--- config.mk ---
export PLATFORM = sky130hd
export DESIGN_NAME = sign_narrow_flat
export DESIGN_NICKNAME = d
export VERILOG_FILES = /design/src/rtl/sign_narrow_if.sv /design/src/rtl/sign_narrow.sv /design/src/flat_wrapper.sv
export SDC_FILE = /design/constraint.sdc
export NUM_CORES = 1
export LEC_CHECK = 0
export ABC_AREA = 0
export CAP_MARGIN = 20
export CELL_PAD_IN_SITES_DETAIL_PLACEMENT = 1
export CELL_PAD_IN_SITES_GLOBAL_PLACEMENT = 2
export CORE_MARGIN = 2
export CORE_UTILIZATION = 24
export CTS_BUF_LIST = sky130_fd_sc_hd__clkbuf_2 sky130_fd_sc_hd__clkbuf_4 sky130_fd_sc_hd__clkbuf_8
export CTS_CLUSTER_SIZE = 24
export DETAILED_ROUTE_END_ITERATION = 8
export PLACE_DENSITY_LB_ADDON = 0.25
export RECOVER_POWER = 25
export SYNTH_ARGS = -nofsm -noshare
export SYNTH_HDL_FRONTEND = slang
export SYNTH_SLANG_ARGS = --single-unit
--- constraint.sdc ---
create_clock -name clk -period 1.8 [get_ports clk]
set_input_delay 0.27 -clock clk [delete_from_list [all_inputs] [get_ports clk]]
set_output_delay 0.27 -clock clk [all_outputs]
set_load 0.05 [all_outputs]
--- src/rtl/sign_narrow_if.sv ---
// Stream bundle for sign_narrow: word input and narrowed-result output handshakes.
interface sign_narrow_if #(
    parameter int unsigned IN_W  = 32,
    parameter int unsigned OUT_W = 16
);
    logic             in_valid;
    logic             in_ready;
    logic [IN_W-1:0]  in_data;
    logic             out_valid;
    logic             out_ready;
    logic [OUT_W-1:0] out_data;
    logic             out_ovf;

    modport master (
        output in_valid, in_data, out_ready,
        input  in_ready, out_valid, out_data, out_ovf
    );

    modport slave (
        input  in_valid, in_data, out_ready,
        output in_ready, out_valid, out_data, out_ovf
    );
endinterface

--- src/rtl/sign_narrow.sv ---
// Signed IN_W -> OUT_W narrowing stream stage with 2-entry output buffer and overflow status.
// Optional build macro SIGN_NARROW_SAT_EN: saturate overflowing words instead of wrapping.
module sign_narrow #(
    parameter int unsigned IN_W  = 32,
    parameter int unsigned OUT_W = 16,
    parameter int unsigned CNT_W = 8
) (
    input  logic             clk,
    input  logic             rst,
    sign_narrow_if.slave     bus,
    input  logic             clr_status,
    output logic [CNT_W-1:0] ovf_count,
    output logic             ovf_sticky
);
    localparam int unsigned TOP_W = IN_W - OUT_W + 1;
    localparam int unsigned ENT_W = OUT_W + 1;

    typedef enum logic [1:0] {
        EMPTY = 2'd0,
        ONE   = 2'd1,
        FULL  = 2'd2
    } occ_e;

    occ_e             occ_q, occ_d;
    logic [ENT_W-1:0] head_q, head_d;
    logic [ENT_W-1:0] tail_q, tail_d;
    logic [CNT_W-1:0] cnt_q, cnt_d;
    logic             sticky_q, sticky_d;

    logic [TOP_W-1:0] top_bits;
    logic             ovf;
    logic [OUT_W-1:0] narrowed;
    logic [ENT_W-1:0] new_ent;
    logic             push;
    logic             pop;

    // Fit check: bits above the output sign bit must replicate it.
    always_comb begin
        top_bits = bus.in_data[IN_W-1:OUT_W-1];
        ovf      = !((&top_bits) || (~|top_bits));
`ifdef SIGN_NARROW_SAT_EN
        if (ovf) begin
            narrowed = bus.in_data[IN_W-1] ? {1'b1, {(OUT_W-1){1'b0}}}
                                           : {1'b0, {(OUT_W-1){1'b1}}};
        end else begin
            narrowed = bus.in_data[OUT_W-1:0];
        end
`else
        narrowed = bus.in_data[OUT_W-1:0];
`endif
        new_ent = {ovf, narrowed};
    end

    assign bus.in_ready  = !rst && (occ_q != FULL);
    assign bus.out_valid = (occ_q != EMPTY);
    assign bus.out_ovf   = head_q[OUT_W];
    assign bus.out_data  = head_q[OUT_W-1:0];
    assign ovf_count     = cnt_q;
    assign ovf_sticky    = sticky_q;

    assign push = bus.in_valid && bus.in_ready;
    assign pop  = bus.out_valid && bus.out_ready;

    // Occupancy FSM; head is cleared whenever the buffer drains so outputs read 0.
    always_comb begin
        occ_d  = occ_q;
        head_d = head_q;
        tail_d = tail_q;
        case (occ_q)
            EMPTY: begin
                if (push) begin
                    head_d = new_ent;
                    occ_d  = ONE;
                end
            end
            ONE: begin
                if (push && pop) begin
                    head_d = new_ent;
                end else if (push) begin
                    tail_d = new_ent;
                    occ_d  = FULL;
                end else if (pop) begin
                    head_d = '0;
                    occ_d  = EMPTY;
                end
            end
            FULL: begin
                if (pop) begin
                    head_d = tail_q;
                    tail_d = '0;
                    occ_d  = ONE;
                end
            end
            default: begin
                occ_d  = EMPTY;
                head_d = '0;
                tail_d = '0;
            end
        endcase
    end

    // Status: a clear coinciding with an overflowing accept still records that event.
    always_comb begin
        cnt_d    = cnt_q;
        sticky_d = sticky_q;
        if (clr_status) begin
            cnt_d    = (push && ovf) ? CNT_W'(1) : '0;
            sticky_d = push && ovf;
        end else if (push && ovf) begin
            sticky_d = 1'b1;
            if (cnt_q != {CNT_W{1'b1}}) begin
                cnt_d = cnt_q + CNT_W'(1);
            end
        end
    end

    always_ff @(posedge clk) begin
        if (rst) begin
            occ_q    <= EMPTY;
            head_q   <= '0;
            tail_q   <= '0;
            cnt_q    <= '0;
            sticky_q <= 1'b0;
        end else begin
            occ_q    <= occ_d;
            head_q   <= head_d;
            tail_q   <= tail_d;
            cnt_q    <= cnt_d;
            sticky_q <= sticky_d;
        end
    end
endmodule

--- src/flat_wrapper.sv ---
// flat-port wrapper written by rule: the top's interface ports become plain ports
module sign_narrow_flat 
#(
    parameter int unsigned IN_W  = 32,
    parameter int unsigned OUT_W = 16,
    parameter int unsigned CNT_W = 8
)
  (clk, rst, clr_status, ovf_count, ovf_sticky, bus_in_valid, bus_in_data, bus_out_ready, bus_in_ready, bus_out_valid, bus_out_data, bus_out_ovf);
  sign_narrow_if #(.IN_W(IN_W), .OUT_W(OUT_W)) bus_i ();
  input  logic clk;
  input  logic rst;
  input  logic clr_status;
  output logic [CNT_W-1:0] ovf_count;
  output logic ovf_sticky;
  input wire logic [$bits(bus_i.in_valid)-1:0] bus_in_valid;
  input wire logic [$bits(bus_i.in_data)-1:0] bus_in_data;
  input wire logic [$bits(bus_i.out_ready)-1:0] bus_out_ready;
  output wire logic [$bits(bus_i.in_ready)-1:0] bus_in_ready;
  output wire logic [$bits(bus_i.out_valid)-1:0] bus_out_valid;
  output wire logic [$bits(bus_i.out_data)-1:0] bus_out_data;
  output wire logic [$bits(bus_i.out_ovf)-1:0] bus_out_ovf;
  assign bus_i.in_valid = bus_in_valid;
  assign bus_i.in_data = bus_in_data;
  assign bus_i.out_ready = bus_out_ready;
  assign bus_in_ready = bus_i.in_ready;
  assign bus_out_valid = bus_i.out_valid;
  assign bus_out_data = bus_i.out_data;
  assign bus_out_ovf = bus_i.out_ovf;
  sign_narrow #(.IN_W(IN_W), .OUT_W(OUT_W), .CNT_W(CNT_W)) u_core (.clk(clk), .rst(rst), .bus(bus_i), .clr_status(clr_status), .ovf_count(ovf_count), .ovf_sticky(ovf_sticky));
endmodule
Word level (Yosys, flattened, before mapping)
Index checks and enable logic that the tools add are counted.
- muxes and demuxes: 20
- bitwise logic cells: 1
- reductions and logical operators: 19
- add/subtract/negate cells: 1
- equality and inequality tests: 11
- operator list (operator ; count):
    2-to-1 mux 17 bit ; 6
    case mux 17 bit (3 select lines) ; 2
    2-to-1 mux 8 bit ; 3
    AND reduction 17 bit ; 1
    OR reduction 17 bit ; 1
    AND reduction 4 bit ; 3
    2-to-1 mux 2 bit ; 5
    adder 8 x 1 -> 8 bit (second input constant) ; 1
    != test 8 bit (second input constant) ; 1
    != test 2 x 1 -> 1 bit (second input constant) ; 3
    != test 3 x 1 -> 1 bit (second input constant) ; 2
    case mux 2 bit (3 select lines) ; 1
    nonzero test 2 bit ; 3
    logical AND 1 bit ; 5
    != test 2 bit (second input constant) ; 2
    zero test 1 bit ; 3
    2-to-1 mux 1 bit ; 3
    != test 3 bit (second input constant) ; 1
    equality test 2 x 1 -> 1 bit (second input constant) ; 1
    equality test 2 bit (second input constant) ; 1
    zero test 2 bit ; 1
    AND reduction 2 bit ; 1
    logical OR 1 bit ; 1
    NOT 1 bit ; 1
- output and inout bits: 28
- register bits after elaboration: 45
- word-level logic and storage cells: 57
- input port bits: 37

Logic depth before layout (Yosys ltp)
Gate-level depths: netlist of the first run.
- depth in word-level cells: 7
- mapped depth: 8
- mapped depth without buffers: 6

Least setup slack after synthesis of the first run
OpenSTA, ideal clock, no wires.
- path kind: register to register
- from: register u_core.cnt_q[0] (netlist: u_core.ovf_count[0])
- to: register u_core.cnt_q[7] (netlist: u_core.ovf_count[7])
- path buffers: 1
- clock period less this slack: 2260 ps
- cell stages (with the launch flop): 8
- slack: -460 ps
- arrival time: 2190 ps
- required time: 1730 ps
- setup time: 70 ps
- cells stage by stage: dfxtp_1 > ha_1 > and3_1 > and3_1 > buf_6 > or4b_1 > or3_1 > a21oi_1
- word-level cells in the longest chain between the ends: 4
- elaborated cells between the ends (all ways): 7
- classes of those cells: 1 x add/sub; 1 x eq/ne; 3 x mux; 2 x reduce/logical
- RTL lines (element ; line ; source):
    start: declaration ; sign_narrow.sv:27 ; logic [CNT_W-1:0] cnt_q, cnt_d;
    start signal: assignment ; sign_narrow.sv:128 ; cnt_q <= cnt_d;
    adder 8 x 1 -> 8 bit ; sign_narrow.sv:112 ; cnt_d = cnt_q + CNT_W'(1);
    2-to-1 mux 8 bit ; sign_narrow.sv:111 ; if (cnt_q != {CNT_W{1'b1}}) begin
    2-to-1 mux 8 bit ; sign_narrow.sv:109 ; end else if (push && ovf) begin
    2-to-1 mux 8 bit ; sign_narrow.sv:106 ; if (clr_status) begin
Parallel ways exist; a longest one is shown, timed or not. The select of a mux whose other input is x is not followed.
A chain may end at the register's enable or synchronous reset.

Worst setup path in the final report of the first run
Same ends and word-level chain as after synthesis.

==> impl_results.md, run 1 <==
- Run status: finished, violations left
- Failing checks: setup timing
- Row cnt: 33
- Slew @ Worst Pin: 0.6258 ns
- H-tree depth: 2
- Synth area leaders: dfxtp_1 (44%), a22o_1 (6.8%), a22oi_1 (6.2%)
- YS warnings: 0
- CP max FO: 2
- Crit-path leading delay family: simple AND/OR/NAND/NOR gates
- Die Wd: 96.89 um
- Setup Skew: 0.007254 ns
- Cell variety after synth: 38
- Initial Utilization: 24.95%
- Post-route DRC: 0
- Area occupied by multi-input gates: 1184 um2
- Crit-path cells: ha_4 -> and3_4 -> and3_4 -> or4b_4 -> or3_1 -> a21oi_1
- Final Critical Period: 1.857 ns
- Period Utilization, post-route: 103.2%
- Clock Tree Root: clkbuf_8
- Largest net degree at the start of global routing: 24
- Final nets: 383
- GRT Overall Usage: 14.76%
- Crit path launch type: register
- Via density: 4.922
- Sequential-to-total area share from yosys stat: 43.50%
- Post-synthesis cell count: 253
- Final core occ: 39.95%
- Critical setup path kind: reg2reg
- Area fraction of the dominant cell type after synthesis: 43.50%
- Max Clock Freq: 0.5385 GHz
- CTS tree: built
- Cell area after synthesis: 2071 um2
- Max-cap violation count: 0
- Routed Antenna Nets: 0
- Crit path top cell by count: and3_4
- Clock transition at path regs: 0.10 ns
- Slowest stage cell, crit path: or4b_4
- Leakage power: 1.339 nW
- Area of the core: 8299 um2
- Post-DP HPWL: 4894 um
- Crit path buf inv count: 0
- PwrDens: 753.7 nW/um2
- Antenna Diode Count: 0
- Clock sinks: 45
- Syn avg cell area: 8.185 um2
- Synth cell count leaders: dfxtp_1 (45), nand2_1 (31), nor2_1 (30), a21oi_1 (22), nand3_1 (19)
- Ratio of cells with drive above 1 in the final layout: 22.54%
- Reg area: 910.9 um2
- Worst VDD drop: 0.3417 mV
- Post-synth ARST share: 0%
- Port Buffers: 64
- Worst path required time: 2.04 ns
- Crit. End Element: register
- Final Hold Viols: 0
- Mapped Nets: 291
- Endpoints failing setup: 1
- Most used DFF post-synth: dfxtp_1
- Cts hold-fix bufs: 0
- Initial antenna violation count: 0
- Initial detailed-routing violation count: 50
- First-pass GRT wire length: 11630 um
- Final Max Slew Viols: 0
- TNS Setup: -0.05688 ns
- Fill cells: 973
- Pre-antenna DRT Iters: 5
- Maximum root-to-sink buffer count: 2
- WL final: 7149 um
- I/O pin cnt: 65
- DR vias: 2220
- GPL Wtd Cong: 0.7760
- CP arrival: 2.09 ns
- Post-detailed-route wirelength per cell: 15.85 um
- Die ar.: 9387 um2
- Dominant cell type by area after synthesis: dfxtp_1
- Vias in the first global route: 2320
- TritonCTS buffer count: 5
- Worst stage delay on the critical path: 0.48 ns
- Synth Register Bits: 45
- Setup slack after layout: -0.05688 ns
- Setup repair after global routing missed its margin: true
- Overflow after GRT: 0
- Most common cell in the netlist: dfxtp_1
- Slew margin rel.: 58.46%
- Worst Hold Class: in2reg
- Syn-to-layout area delta: 60.12%
- Worst-Skew Late Latency: 0.30 ns
- Height of the die: 96.89 um
- Post-synth EDFFs: 0
## cell type report
type                       count  share of cell area [%]
clock buffer                   5                   2.075
timing repair buffer         104                   29.36
tap                          105                   3.962
sequential                    45                   27.47
clock inverter                 3                   1.434
multi-input combinational    189                   35.70
## where the power goes
group / switching, W / internal (W) / leakage (nW)
logic: 0.000343 / 0.000272 / 0.912
registers: 0.0000222 / 0.00103 / 0.368
clock network: 0.000405 / 0.000425 / 0.0591
## layout by cell type, fill, tap and decap left out, types with 3 or more instances in the layout
master / n
a21oi_1: 21
a22o_1: 16
a22oi_1: 17
buf_12: 4
buf_4: 32
buf_6: 3
clkbuf_1: 9
clkbuf_8: 5
clkdlybuf4s50_1: 41
dfxtp_1: 41
dlymetal6s2s_1: 10
mux2i_1: 3
nand2_1: 31
nand2b_1: 3
nand3_1: 18
nand4_1: 4
nor2_1: 27
nor2_2: 3
nor4_2: 3
o21ai_0: 3
o311ai_0: 4
or3_1: 4
## kinds of logic after synthesis
group                    share of synthesized area [%]
AND/OR/NAND/NOR                                  26.16
AO/OA/AOI/OAI                                    24.35
flip-flops                                       43.50
buffers and inverters                            3.927
multiplexers                                     1.450
adder cells (fa/ha/maj)                         0.6041
## per-layer routing
metal | wire length, um | vias to the layer above | global-route usage, % | part of all wire [%]
met2 | 3403 | 37 | 25.05 | 48
li1 | - | 1115 | - | -
met4 | 79 | 0 | 3.684 | 1.1
met1 | 3484 | 1060 | 19.53 | 49
met5 | 0 | - | 0 | 0
met3 | 182 | 8 | 2.384 | 2.5
## final timing paths
| check | startpoint | to | cells after the start | slack [ns] |
|---|---|---|---|---|
| min | bus_in_data[15] | u_core.tail_q[15] | 4 | 0.42 |
| max | u_core.ovf_count[0] | u_core.ovf_count[7] | 6 | -0.06 |
| max reg2reg | u_core.ovf_count[0] | u_core.ovf_count[7] | 6 | -0.06 |
| min reg2reg | u_core.tail_q[5] | u_core.tail_q[5] | 2 | 0.46 |
## state kept, by name (all words and copies together) (netlist names)
register,cells
u_core.head_q,17
u_core.occ_q,2
u_core.ovf_count,8
u_core.ovf_sticky,1
u_core.tail_q,17
## metrics by stage
step	hold slack (ns)	std cells	total power, W	setup WS (ns)	instance area (um2)
after floorplan	0.4219	253	0.001378	-0.2055	2103
after global placement	0.4372	440	0.001671	-0.3655	3094
after detailed placement	0.4435	440	0.001672	-0.3770	3094
after CTS	0.4141	448	0.002510	-0.06974	3217
after global routing	0.4507	451	0.002612	-0.09958	3316
final	0.4232	451	0.002499	-0.05688	3316
## worst reg2reg max path, delay by kind of cell (launching register included)
family | cells | cell delay (ns)
and+or+nand+nor | 4 | 1.15
adders and majority gates | 1 | 0.16
DFF | 1 | 0.36
AOI/OAI and AO/OA | 1 | 0.13
## repair_timing
item / 4_1_cts / 5_1_grt
pin swaps: 2 / 3
resized for setup: 2 / 31
cloned: 0 / 2
setup endpoints to repair: 3 / 38
setup buffers: 0 / 1
Note: power is estimated with default switching activity, not from simulation.
==> inputs of run 2 (changes only) <==
==> constraint.sdc (replaced) <==
create_clock -name clk -period 1.8 [get_ports clk]
set_input_delay 0.36 -clock clk [delete_from_list [all_inputs] [get_ports clk]]
set_output_delay 0.36 -clock clk [all_outputs]
set_load 0.05 [all_outputs]
==> impl_results.md, run 2 (synthesized netlist as in run 1, its figures left out) <==
- Run status: finished, violations left
- Failing checks: setup timing
- Slew @ Worst Pin: 0.6441 ns (+0.01826 ns)
- PwrDens: 729.4 nW/um2 (-3.2%)
- Post-detailed-route wirelength per cell: 15.83 um (-0.17%)
- Ratio of cells with drive above 1 in the final layout: 25.22% (+2.7 points)
- CTS tree: built
- Reg area: 910.9 um2 (unchanged)
- Worst VDD drop: 0.2877 mV (-16%)
- FF-to-FF End: u_core.ovf_count[7]
- Final Max Slew Viols: 0 (unchanged)
- Crit-path cells: ha_4 -> and3_4 -> and3_4 -> or4b_4 -> or3_4 -> a21oi_2
- First-pass GRT wire length: 11920 um (+2.5%)
- DR vias: 2250 (+1.4%)
- Crit path launch type: register
- Critical Path Sink: u_core.ovf_count[7]
- Slowest stage cell, crit path: or4b_4
- Max Clock Freq: 0.5379 GHz (-0.12%)
- Critical setup path kind: reg2reg
- Final Hold Viols: 0 (unchanged)
- Most used routing layer: met2
- Endpoints failing setup: 1 (unchanged)
- Crit. Startpoint: u_core.ovf_count[1]
- GRT Overall Usage: 15.58% (+0.82 points)
- FF-to-FF Start: u_core.ovf_count[1]
- Final nets: 378 (-1.3%)
- Clock sinks: 45 (unchanged)
- Initial antenna violation count: 0 (unchanged)
- Max-cap violation count: 0 (unchanged)
- Final non-filler cell total: 446 (-1.1%)
- Reg2Reg Depth: 6 (unchanged)
- Area of the core: 8299 um2 (unchanged)
- TritonCTS buffer count: 5 (unchanged)
- Leakage power: 1.271 nW (-5.1%)
- TNS Setup: -0.05911 ns (-0.002230 ns)
- Period Utilization, post-route: 103.3% (+0.12 points)
- Via density: 5.045 (+2.5%)
- Setup slack after layout: -0.05911 ns (-0.002230 ns)
- CP arrival: 2.11 ns (+0.02 ns)
- Setup Skew: 0.008935 ns (+0.001682 ns)
- Initial Utilization: 24.95% (unchanged)
- Height of the die: 96.89 um (unchanged)
- Met2 GRT Util: 26.66% (+1.6 points)
- Crit path top cell by count: and3_4
- Slew margin rel.: 57.24% (-1.2 points)
- Setup repair after global routing missed its margin: true
- Worst Hold Class: in2reg
- H-tree depth: 2 (unchanged)
- Port Buffers: 64 (unchanged)
- Routed Antenna Nets: 0 (unchanged)
- Crit. End Element: register
- Clock transition at path regs: 0.10 ns (about the same)
- WL final: 7058 um (-1.3%)
- GRT met3 Usage: 2.529% (+0.14 points)
- Antenna Diode Count: 0 (unchanged)
- Total power: 0.002313 W (-7.5%)
- Final Critical Period: 1.859 ns (+0.002230 ns)
- Met1 Use GR: 20.06% (+0.53 points)
- Worst stage delay on the critical path: 0.48 ns (about the same)
- Largest net degree at the start of global routing: 30 (+25%)
- Cts hold-fix bufs: 0 (unchanged)
- Fill cells: 979 (+0.62%)
- Die Wd: 96.89 um (unchanged)
- Post-route DRC: 0 (unchanged)
- Most frequent cells in the layout: buf_4 (41), dfxtp_1 (41), nand2_1 (31)
- Clock Tree Root: clkbuf_8
- Die ar.: 9387 um2 (unchanged)
- CP max FO: 2 (unchanged)
- Syn-to-layout area delta: 53.11%
- Worst-Skew Late Latency: 0.31 ns (about the same)
- Row cnt: 33 (unchanged)
- Worst path required time: 2.05 ns (about the same)
- Area occupied by multi-input gates: 1222 um2 (+3.3%)
- Vias in the first global route: 2300 (-0.86%)
- Inst Count DP: 437 (-0.68%)
- R2R setup slack: -0.06 ns (about the same)
- Initial detailed-routing violation count: 76 (+52%)
- Pre-antenna DRT Iters: 4 (-1)
- Post-DP HPWL: 4935 um (+0.84%)
- Hold WS: 0.4360 ns (+0.01273 ns)
- Overflow after GRT: 0 (unchanged)
- GPL Wtd Cong: 0.7950 (+2.4%)
- I/O pin cnt: 65 (unchanged)
- Maximum root-to-sink buffer count: 2 (unchanged)
[run 2: how the worst min path moves through the flow]
stage	start	end	slack [ns]	cells after the start
floorplan	u_core.tail_q[0]	u_core.tail_q[0]	0.43	2
global placement	u_core.tail_q[14]	u_core.tail_q[14]	0.44	2
detailed placement	u_core.tail_q[15]	u_core.tail_q[15]	0.45	2
CTS	u_core.tail_q[10]	u_core.tail_q[10]	0.46	2
global route	u_core.tail_q[13]	u_core.tail_q[13]	0.48	2
finish	rst	u_core.ovf_sticky	0.44	4
[run 2: critical path, delay by kind of cell (launching register included)]
family / cells / cell delay [ns]
flip-flops: 1 / 0.36
AO/OA/AOI/OAI: 1 / 0.12
AND/OR/NAND/NOR: 4 / 1.16
adder cells (fa/ha/maj): 1 / 0.15
[run 2: area by class of cell]
cell class	instances	share of cell area [%]
Tap cell	105	4.144
Clock inverter	2	0.5130
Multi-Input combinational cell	189	38.56
Sequential cell	45	28.73
Clock buffer	6	2.605
Timing Repair Buffer	99	25.45
[run 2: routing by layer]
| layer | wire (um) | share of wire [%] |
|---|---|---|
| met5 | 0 | 0 |
| met4 | 108 | 1.5 |
| met3 | 210 | 3.0 |
| met2 | 3406 | 48 |
| met1 | 3333 | 47 |
[run 2: stage by stage]
stage                     setup WS [ns]  instance area (um2)  util, %
after detailed placement        -0.4497                 3017    36.35
final                          -0.05911                 3171    38.20
after CTS                      -0.04855                 3179    38.31
after global placement          -0.3982                 3017    36.35
after global routing            -0.1220                 3171    38.20
after floorplan                 -0.2055                 2106        -
[run 2: where the power goes]
part | internal [W] | leakage (nW) | switching, W | total (W)
Combinational | 0.000214 | 0.855 | 0.000338 | 0.000552
Sequential | 0.00103 | 0.368 | 0.0000212 | 0.00105
Clock | 0.000317 | 0.0478 | 0.000390 | 0.000707
Total | 0.00156 | 1.27 | 0.000749 | 0.00231
[run 2: what timing repair did]
item                                    CTS  global route
endpoints found under the setup margin    6            12
pin swaps                                 9             5
buffers inserted                          1             0
resized for setup                        25            17
==> inputs of run 3 (changes only) <==
--- a/config.mk
+++ b/config.mk
@@ -6,13 +6,13 @@
 export NUM_CORES = 1
 export LEC_CHECK = 0
 export ABC_AREA = 0
+export ABC_CLOCK_PERIOD_IN_PS = 1800
 export CAP_MARGIN = 20
 export CELL_PAD_IN_SITES_DETAIL_PLACEMENT = 1
 export CELL_PAD_IN_SITES_GLOBAL_PLACEMENT = 2
 export CORE_MARGIN = 2
 export CORE_UTILIZATION = 24
 export CTS_BUF_LIST = sky130_fd_sc_hd__clkbuf_2 sky130_fd_sc_hd__clkbuf_4 sky130_fd_sc_hd__clkbuf_8
-export CTS_CLUSTER_SIZE = 24
 export DETAILED_ROUTE_END_ITERATION = 8
 export PLACE_DENSITY_LB_ADDON = 0.25
 export RECOVER_POWER = 25
==> results of run 3 <==
No change in the layout: final DEF, timing and power equal those of run 2.
==> variant 1 (flow settings as in run 2) <==
Encoding of `occ_e`: now one-hot (3 bits for 3 values).
--- a/src/rtl/sign_narrow.sv
+++ b/src/rtl/sign_narrow.sv
@@ -15,10 +15,10 @@
     localparam int unsigned TOP_W = IN_W - OUT_W + 1;
     localparam int unsigned ENT_W = OUT_W + 1;
 
-    typedef enum logic [1:0] {
-        EMPTY = 2'd0,
-        ONE   = 2'd1,
-        FULL  = 2'd2
+    typedef enum logic [2:0] {
+        EMPTY = 3'b001,
+        ONE   = 3'b010,
+        FULL  = 3'b100
     } occ_e;
 
     occ_e             occ_q, occ_d;
Behaviour: same outputs for any inputs over 10 cycles, from zero or initial values and one cycle with rst high; not proved beyond that.
==> variant 1 against run 2 <==
  * Total power is 2.4% lower
  * Count of clock-buffer cells in the layout decreased by 1
  * Routed wire length shrank 2.9%
  * Worst setup slack better by 0.11 ns
  * Final cell count rose by 3.8%
  * Sequential cell count increased by 1
  * Largest cell class unchanged
  * Synthesized area rose by 1.5%
  * Design area is 4.4% higher
==> variant 1: results (changes against run 2) <==
Floorplan
  – Total core area: 8590 µm² (+3.5%)

GRT
  – Vias in the first global route: 2,301 (+0.043%)
  – Met3 usage: 2.88% (+0.35 points)
  – Global Route met1 Usage: 19.4% (-0.68 points)
  – First-pass GRT wire length: 11,400 µm (-4.8%)
  – Largest net degree at the start of global routing: 23 (-23%)

Min path
  – Hold path start: u_core.tail_q[0]
  – WHS Path Cells: 2 (-2)
  – Min-Delay Endpoint: u_core.tail_q[0]

Place
  – Gpl congestion: 0.739 (-7.0%)
  – Dpl cell area: 3090 µm² (+2.4%)
  – HPWL reported at the end of detailed placement: 5010 µm (+1.6%)
  – Placed cells: 451 (+3.2%)

Final layout
  – Non-clock buffering overhead: 28.0% (+2.5 points)
  – Fraction of area in multi-input gates: 36.8% (-1.7 points)
  – Number of non-clock inverters in the layout: 1 (+1)
  – Nets: 392 (+3.7%)
  – ClkCell Share: 2.83% (-0.28 points)
  – Clock Buffer Count: 5 (-1)
  – Multi-In Gates: 194 (+2.6%)
  – FF/Latch Area: 933 µm² (+2.5%)
  – Share of layout cells above drive strength 1: 29.0% (+3.8 points)

Logic synthesis
  – Syn Inst Count: 259 (+2.4%)
  – Largest cells by area after synthesis: dfxtp_1, nand2_1, a21oi_1, a22oi_1, o21ai_0
  – Unique masters post-synth: 42 (+11%)
  – Post-synthesis sequential area ratio: 43.8% (+0.30 points)

Power
  – Peak VDD IR: 0.254 mV (-12%)
  – Pleak: 1.27 nW (-0.29%)

Worst setup path
  – Slowest cell on the critical path: or4_4
  – R2r setup slk: 0.05 ns (+0.11 ns)
  – Reg2reg start: u_core.occ_q[0]
  – Crit path from: u_core.occ_q[0]
  – R2R depth: 5 (-1)
  – CP Max Fanout: 5 (+3)

Route
  – Met2 wire len: 3240 µm (-5.0%)
  – Met3 WL: 291 µm (+39%)
  – Starting DRT DRC Count: 43 (-43%)
  – DR vias: 2,232 (-0.80%)

CTS
  – Post-CTS sizing: 31 (+24%)
  – Buffer count from post-CTS setup fixing: 2 (+1)

Run status
  – Run status: finished, final reports clean

STA
  – Slew HR: 59.2% (+2.0 points)
==> variant 1: changes by cell type after synthesis, sizes merged, moves of 2 or more <==
| cell | before | now |
|---|---|---|
| mux2i | 3 | 1 |
| o21ai | 5 | 21 |
| nand2 | 31 | 42 |
| nand4 | 4 | 7 |
| a22o | 16 | 1 |
| a21o | 0 | 2 |
| nor2 | 30 | 10 |
| or4 | 1 | 5 |
| a21oi | 23 | 30 |
| o41ai | 2 | 0 |
| and2b | 0 | 2 |
| o21bai | 0 | 2 |
| o311ai | 4 | 0 |
==> variant 1: kinds of logic (layout without fill, tap and decap cells) <==
logic type / Yosys count / in the layout / share of synthesized area, %
multiplexers: 2 / 2 / 1.01
AO/OA/AOI/OAI: 81 / 81 / 23.8
AND/OR/NAND/NOR: 110 / 110 / 26.6
buffers and inverters: 19 / 115 / 4.23
adder cells (fa/ha/maj): 1 / 1 / 0.595
flip-flops: 46 / 46 / 43.8
==> variant 2 (settings of run 2) <==
Without the edit above. Add a define of `SIGN_NARROW_SAT_EN`.
--- a/src/rtl/sign_narrow.sv
+++ b/src/rtl/sign_narrow.sv
@@ -1,5 +1,7 @@
 // Signed IN_W -> OUT_W narrowing stream stage with 2-entry output buffer and overflow status.
 // Optional build macro SIGN_NARROW_SAT_EN: saturate overflowing words instead of wrapping.
+`define SIGN_NARROW_SAT_EN
+
 module sign_narrow #(
     parameter int unsigned IN_W  = 32,
     parameter int unsigned OUT_W = 16,
Formal check against the unedited RTL: not equivalent (a bounded check fails within 4 cycles, from zero or initial values and one cycle with rst high).
==> variant 2 against run 2 <==
  * Via count increased by 1.0%
  * Design area rose by 4.0%
  * Synthesized area is 3.0% higher
  * Total power is 2.0% lower
  * Combinational power fell by 10%
  * Synthesized cell count rose by 1.2%
  * First-iteration DRC count decreased by 2.6%
  * Worst setup slack improved by 0.15 ns
  * Critical endpoint is now bus_in_ready
  * Sequential cell count unchanged
  * Non-clock buffer count rose by 14
  * Routed wire length decreased by 0.94%
  * Clock power increased by 1%
  * Critical path depth decreased by 2
  * Clock skew is 0.0010 ns higher
==> variant 2: results (changes against run 2) <==
Run status
  – Run status: finished, final reports clean

CTS
  – Worst-path clk slew: roughly 0.11 ns
  – H-tree Lvls: 2 (unchanged)
  – Clock root buffer: clkbuf_8
  – Clock buffer depth: 2 (unchanged)
  – CTS Buf Count: 5 (unchanged)
  – Worst-Skew Late Latency: 0.32 ns

GRT
  – Largest net degree at the start of global routing: 29 (-3.3%)
  – Initial antenna violation count: 0 (unchanged)
  – Vias in the first global route: 2,312 (+0.52%)
  – Global-route usage over all layers: 14.9% (-0.68 points)
  – First-pass GRT wire length: 11,800 µm (-1.4%)

Final layout
  – Share of layout cells above drive strength 1: 25.8% (+0.61 points)
  – Nets: 397 (+5.0%)
  – Fill cells: 1,066 (+8.9%)
  – Diodes inserted: 0 (unchanged)

Place
  – HPWL reported at the end of detailed placement: 5270 µm (+6.9%)
  – Pre-CTS setup slack: -0.467 ns (-0.0171 ns)
  – Dpl cell area: 3180 µm² (+5.4%)
  – Port buffer count: 64 (unchanged)
  – Gpl congestion: 0.762 (-4.2%)

Worst setup path
  – R2r setup slk: 0.12 ns (+0.18 ns)
  – Slowest cell on the critical path: dfxtp_2
  – Crit path DAT: 1.35 ns (-0.76 ns)
  – Delay-heaviest family, CP: flip-flops
  – R2R depth: 8 (+2)
  – CP peak stage delay: 0.42 ns (-0.06 ns)
  – Reg2reg start: u_core.ovf_count[0]
  – Reg2Reg Capture Point: u_core.ovf_count[6]
  – CP Max Fanout: 7 (+5)

Logic synthesis
  – Yosys warns: 0 (unchanged)
  – Syn_nets: 294 (+1.0%)
  – Post-synthesis sequential area ratio: 42.2% (-1.3 points)
  – Most frequent cells after synthesis: dfxtp_1, o21ai_0, nand2_1
  – Post-synth top area share: 42.2% (-1.3 points)
  – Unique masters post-synth: 50 (+32%)
  – Largest cells by area after synthesis: dfxtp_1, o21ai_0, a22oi_1, a21oi_1, nand2_1
  – Post-synthesis async set-or-reset flop share: 0% (unchanged)

Power
  – Peak VDD IR: 0.271 mV (-5.9%)
  – Pleak: 1.31 nW (+3.2%)
  – Sw Ratio: 32.4% (about the same)

STA
  – Slew @ Worst Pin: 0.630 ns (-0.0145 ns)
  – Worst Clk Skew: 0.00993 ns (+0.000996 ns)
  – Tmin final: 1.71 ns (-0.152 ns)
  – Worst hold slack: 0.466 ns (+0.0304 ns)

Route
  – Via density: 4.86 (-3.7%)
  – Wirelength per Cell: 14.9 µm (-5.6%)
  – Drt first pass iters: 4 (unchanged)
  – Starting DRT DRC Count: 74 (-2.6%)

Min path
  – Min-Delay Endpoint: u_core.tail_q[3]
  – Hold path start: u_core.tail_q[3]
  – WHS Path Cells: 2 (-2)
  – Worst min path class: flip-flop to flip-flop
-- variant 2: cell types whose count changed after synthesis, sizes merged, moves of 4 or more --
cell	change
clkbuf	-6
nand3	-17
nand2	-4
buf	+4
o311ai	-4
o21ai	+28
a22o	-16
nor2	-4
nor3	+4
-- variant 2: area by class of cell --
type | count | area, µm² | share of cell area [%]
well taps | 108 | 135 | 4.10
clock buffers | 5 | 68.8 | 2.09
inverters | 2 | 7.51 | 0.228
multi-input cells | 192 | 1230 | 37.2
flip-flops and latches | 45 | 905 | 27.4
clock inverters | 3 | 28.8 | 0.873
repair buffers | 113 | 926 | 28.1
-- variant 2: worst max path at each step --
stage / startpoint / to / cells past startpoint
final: u_core.occ_q[1] / bus_in_ready / 4
after global routing: u_core.ovf_count[0] / u_core.ovf_count[7] / 8
after CTS: bus_in_data[24] / u_core.ovf_count[4] / 7
after detailed placement: bus_in_data[29] / u_core.tail_q[13] / 7
after global placement: bus_in_data[29] / u_core.tail_q[13] / 7
after floorplan: u_core.ovf_count[0] / u_core.ovf_count[4] / 6
-- variant 2: worst register-to-register path, stage by stage, from the launching register on --
cell,delay [ns]
dfxtp_2,0.33
ha_1,0.22
nand4_1,0.12
nor2_1,0.06
buf_4,0.16
a211oi_4,0.25
buf_6,0.16
a21oi_1,0.06
a31o_2,0.22
-- variant 2: cell families (layout without fill, tap and decap cells) --
family	after synthesis	in the layout	synth area share, %
multiplexers	3	3	1.41
AND/OR/NAND/NOR	92	92	21.2
XOR/XNOR	1	1	0.411
buffers and inverters	19	123	4.22
adder cells (fa/ha/maj)	1	1	0.586
AO/OA/AOI/OAI	95	95	30.0
flip-flops	45	45	42.2
-- variant 2: power by group through the flow --
stage	Sequential [mW]	Combinational [mW]	Clock, mW
global placement	1.08	0.511	0
CTS	1.06	0.518	0.752
floorplan	1.17	0.164	0
finish	1.05	0.495	0.717
global route	1.06	0.534	0.791
detailed placement	1.08	0.518	0
-- variant 2: what timing repair did --
action	in CTS	in global routing
endpoints found under the setup margin	39	38
resized for setup	24	11
setup buffers	0	0
pin swaps	4	6
gates cloned	0	0
hold buffers	0	0
-- variant 2: routing by layer --
| layer | wire [µm] | vias to the layer above | global-route usage [%] |
|---|---|---|---|
| met5 | 0 | - | 0 |
| met2 | 3260 | 37 | 23.9 |
| met3 | 206 | 6 | 2.51 |
| met4 | 89 | 0 | 4.43 |
| li1 | - | 1143 | - |
| met1 | 3430 | 1087 | 20.6 |
-- variant 2: per-stage QoR --
stage | total power, mW | instances
3_3_place_gp | 1.59 | 460
6_report | 2.27 | 468
2_1_floorplan | 1.33 | 256
5_1_grt | 2.39 | 468
3_5_place_dp | 1.60 | 460
4_1_cts | 2.33 | 468
